File: src/rtl/button_conditioner.sv
// rtl/button_conditioner.sv - Nine-channel button synchroniser, debouncer and one-press arbiter.
module button_conditioner #(
    parameter int DEBOUNCE_CYCLES = 4
) (
    input  logic       clk,
    input  logic       reset,
    input  logic       raw_a,
    input  logic       raw_b,
    input  logic       raw_c,
    input  logic       raw_d,
    input  logic       raw_e,
    input  logic       raw_f,
    input  logic       raw_g,
    input  logic       raw_h,
    input  logic       raw_i,
    input  logic       freeze,
    output logic       a_button,
    output logic       b_button,
    output logic       c_button,
    output logic       d_button,
    output logic       e_button,
    output logic       f_button,
    output logic       g_button,
    output logic       h_button,
    output logic       i_button,
    output logic       multi_press,
    output logic       busy,
    output logic [3:0] press_count
);

    localparam int CW = $clog2(DEBOUNCE_CYCLES);
    localparam logic [CW-1:0] CNT_LAST = CW'(DEBOUNCE_CYCLES - 1);

    typedef enum logic [1:0] {
        IDLE    = 2'd0,
        PRESSED = 2'd1,
        LOCKED  = 2'd2
    } state_t;

    logic [8:0]    raw;
    logic [8:0]    s1;
    logic [8:0]    s;
    logic [8:0]    d;
    logic [CW-1:0] cnt [9];
    logic [8:0]    cell_pulse;
    logic [3:0]    n;
    state_t        state;

    assign raw = {raw_i, raw_h, raw_g, raw_f, raw_e, raw_d, raw_c, raw_b, raw_a};
    assign {i_button, h_button, g_button, f_button, e_button,
            d_button, c_button, b_button, a_button} = cell_pulse;

    always_ff @(posedge clk or negedge reset) begin
        if (!reset) begin
            s1 <= '0;
            s  <= '0;
            d  <= '0;
            for (int i = 0; i < 9; i++) begin
                cnt[i] <= '0;
            end
        end else begin
            s1 <= raw;
            s  <= s1;
            // A level is accepted only after DEBOUNCE_CYCLES consecutive differing samples.
            for (int i = 0; i < 9; i++) begin
                if (s[i] == d[i]) begin
                    cnt[i] <= '0;
                end else if (cnt[i] == CNT_LAST) begin
                    d[i]   <= s[i];
                    cnt[i] <= '0;
                end else begin
                    cnt[i] <= cnt[i] + 1'b1;
                end
            end
        end
    end

    always_comb begin
        n = 4'($countones(d));
    end

    always_ff @(posedge clk or negedge reset) begin
        if (!reset) begin
            state       <= IDLE;
            cell_pulse  <= '0;
            multi_press <= 1'b0;
            busy        <= 1'b0;
            press_count <= '0;
        end else begin
            cell_pulse  <= '0;
            multi_press <= 1'b0;
            case (state)
                IDLE: begin
                    if (n == 4'd1) begin
                        state <= PRESSED;
                        busy  <= 1'b1;
                        // A press that starts while frozen is swallowed so it cannot fire on unfreeze.
                        if (!freeze) begin
                            cell_pulse <= d;
                            if (press_count != 4'd9) begin
                                press_count <= press_count + 4'd1;
                            end
                        end
                    end else if (n >= 4'd2) begin
                        state       <= LOCKED;
                        busy        <= 1'b1;
                        multi_press <= 1'b1;
                    end
                end
                PRESSED, LOCKED: begin
                    if (n == 4'd0) begin
                        state <= IDLE;
                        busy  <= 1'b0;
                    end
                end
                default: begin
                    state <= IDLE;
                    busy  <= 1'b0;
                end
            endcase
        end
    end

endmodule

File: config.mk
export PLATFORM = sky130hd
export DESIGN_NAME = button_conditioner
export DESIGN_NICKNAME = d
export VERILOG_FILES = /design/src/rtl/button_conditioner.sv
export SDC_FILE = /design/constraint.sdc
export NUM_CORES = 1
export LEC_CHECK = 0
export CORE_MARGIN = 2
export CORE_UTILIZATION = 49
export CTS_CLUSTER_DIAMETER = 150
export DETAILED_ROUTE_END_ITERATION = 8
export PLACE_DENSITY = 0.78
export SKIP_LAST_GASP = 1
export SYNTH_ARGS = -nofsm -noshare
export SYNTH_HDL_FRONTEND = slang
export SYNTH_SLANG_ARGS = --single-unit
File: constraint.sdc
create_clock -name clk -period 3.7 [get_ports clk]
set_input_delay 0.74 -clock clk [delete_from_list [all_inputs] [get_ports clk]]
set_output_delay 0.74 -clock clk [all_outputs]
set_load 0.05 [all_outputs]
==> results.json <==
{
  "crit_required_ns": 3.91,
  "synth_most_common_cell": "dfrtp_1",
  "synth_top_family_by_area": "simple AND/OR/NAND/NOR gates",
  "path_max_fanout": 4,
  "rows": 25,
  "coreArea_um2": 4750,
  "slew_viol_final": 0,
  "r2r_slack_ns": 0.005,
  "track_usage_pct": 15.5,
  "dp_hpwl_um": 2500,
  "start_util_pct": 51.1,
  "post-place-ws_ns": -0.0851,
  "worst_slack_ns": 0.00495,
  "synth-compound-area-share_pct": 4.53,
  "hp-class": "reg -> reg",
  "die_h_um": 74.4,
  "detail_route.wl_per_cell_um": 12.1,
  "synth_flop_cell": "dfrtp_1",
  "ys_seq_elements": 62,
  "period_needed_ns": 3.70,
  "grt_setup_unrepaired": "true",
  "antenna_found_initial": 0,
  "gr-max-usage-layer": "met2",
  "antenna_cells": 0,
  "syn_avg_cell_area_um2": 13.4,
  "end_kind": "register",
  "final-hold-violation-count": 0,
  "drtIter0Drc": 50,
  "path_clk_slew_ns": 0.06,
  "synth_cells": 182,
  "synthAdderAreaFrac_pct": 11.3,
  "ys_types": 31,
  "crit_family": "adder cells",
  "drive_gt1_share_pct": 15.5,
  "setup_violations": 0,
  "multi_input_area_um2": 826,
  "synth_top_area_share_pct": 63.8,
  "cts_made_buffers": 9,
  "cts.sinks": 62,
  "tightest_slew_ns": 1.13,
  "crit_top_cell": "fa_1",
  "grtUsageMet2_pct": 23.0,
  "die_w_um": 74.4,
  "seqCellArea_um2": 1550,
  "synth_top_area_cell": "dfrtp_1",
  "worst_path_max_delay_cell": "fa_1",
  "slew_headroom_pct": 24.4,
  "yosys-top-cells-count": "62 x dfrtp_1, 16 x inv_1, 14 x ha_1, 13 x nand2_1",
  "synthSimpleGateAreaFrac_pct": 11.8,
  "drv_cap": 0,
  "htree_num_levels": 3,
  "grt_pass1_vias": 1387,
  "cp.arrival_ns": 3.91,
  "cts-hold-fix-buffers": 0,
  "synth_mux_area_share_pct": 1.29,
  "skew_ns": 0.00756,
  "globalRouteOverflowTotal": 0,
  "grt_start_max_net_pins": 53,
  "first_pass_iters": 4,
  "clock_latency_ns": 0.34,
  "portBuffers": 26,
  "grt_first_pass_wirelength_um": 6140,
  "num_io_pins": 27,
  "vias": 1451,
  "area_growth_pct": 26.3,
  "grt_use_met1_pct": 19.0,
  "crit_type": "reg -> reg",
  "max_stage_delay_ns": 0.55,
  "cts_tree": "built",
  "clockBufferDepth": 2,
  "drt_wl_total_um": 3640,
  "syn-num-nets": 213,
  "grtUsageMet3_pct": 6.91,
  "fin_crit_sh_pct": 99.9,
  "critPathBufInv": 2,
  "fillers": 370,
  "outcome": "completed",
  "clockRootBuffer": "clkbuf_8",
  "synth_area_leaders": "dfrtp_1 64%, ha_1 7.2%, fa_1 4.1%, xnor2_1 3.2%, inv_1 2.5%",
  "vias_per_cell": 4.84,
  "synth_edf_count": 0,
  "gp_congestion": 0.758,
  "synthXorXnorAreaFrac_pct": 3.96,
  "synth_warnings": 0,
  "startpoint_type": "register",
  "dieArea_um2": 5540,
  "ys_seq_area_share_pct": 63.8,
  "crit_chain": "inv_2, fa_1, fa_1, fa_1, fa_2, inv_2, fa_1, and4bb_1, a21o_1, nand3_1, mux2_1",
  "async_flop_share_pct": 100,
  "drtAntennaViolNets": 0,
  "final_nets": 261,
  "remaining_drc_errors": 0,
  "syn_area_um2": 2430,
  "clock.fmax_mhz": 271
}
-- registers in the layout, summed over array words and instances, names as in the netlist --
| signal | flops |
|---|---|
| d | 9 |
| multi_press | 1 |
| cell_pulse | 9 |
| s | 9 |
| busy | 1 |
| cnt | 18 |
| state | 2 |
| press_count | 4 |
| s1 | 9 |
-- what timing repair did --
item,in CTS,in global routing
setup endpoints to repair,4,16
gates resized for setup,5,6
pin swaps,2,4
buffers inserted,3,2
-- stage by stage --
step | TNS [ns] | cell area [um^2] | hold slack [ns] | std cells | util [%]
global placement | 0 | 2810 | 0.332 | 281 | 59.1
floorplan | 0 | 2430 | 0.331 | 182 | -
global route | -0.828 | 3070 | 0.354 | 300 | 64.6
finish | 0 | 3070 | 0.343 | 300 | 64.6
detailed placement | -0.160 | 2810 | 0.335 | 281 | 59.1
CTS | -0.0461 | 3040 | 0.342 | 298 | 63.9
-- routing by layer --
metal  wire length [um]  up-vias  share of wire, %
met5                  0        -                 0
met2               1740       41                48
met1               1630      703                45
met4                 93        0               2.6
met3                171       10               4.7
li1                   -      697                 -
-- cells by family after synthesis --
family                   Yosys count
flip-flops                        62
AND/OR/NAND/NOR                   51
adder cells (fa/ha/maj)           19
AO/OA/AOI/OAI                     18
buffers and inverters             18
XOR/XNOR                          11
multiplexers                       3
-- layout make-up --
class                           instances  share of cell area (%)
Multi-Input combinational cell        102                    26.9
Inverter                               16                    1.96
Sequential cell                        62                    50.5
Clock inverter                          1                   0.978
Tap cell                               67                    2.73
Timing Repair Buffer                   39                    11.7
Clock buffer                           13                    5.18
-- final timing paths --
kind,from,end,depth (start not counted)
worst max-delay path,d[0],press_count[2],11
worst min-delay path,s1[5],s[5],0
worst max register to register,d[0],press_count[2],11
worst min register to register,s1[5],s[5],0
max in group asynchronous,reset,s1[3],2
min in group asynchronous,reset,busy,1
-- layout by cell type, fill, tap and decap left out, drive strengths merged, types with 2 or more instances in the layout --
cell,n
a21oi,2
and3,9
buf,14
clkbuf,13
clkdlybuf4s50,25
dfrtp,62
fa,5
ha,14
inv,16
mux2i,2
nand2,13
nand2b,2
nand3,2
nor2,2
nor2b,9
nor3,10
o21ai,11
xnor2,9
xor2,2
Power is left out: the tool's default activity adds up to more than one toggle a clock period on the data nets, which glitch-free logic cannot reach.
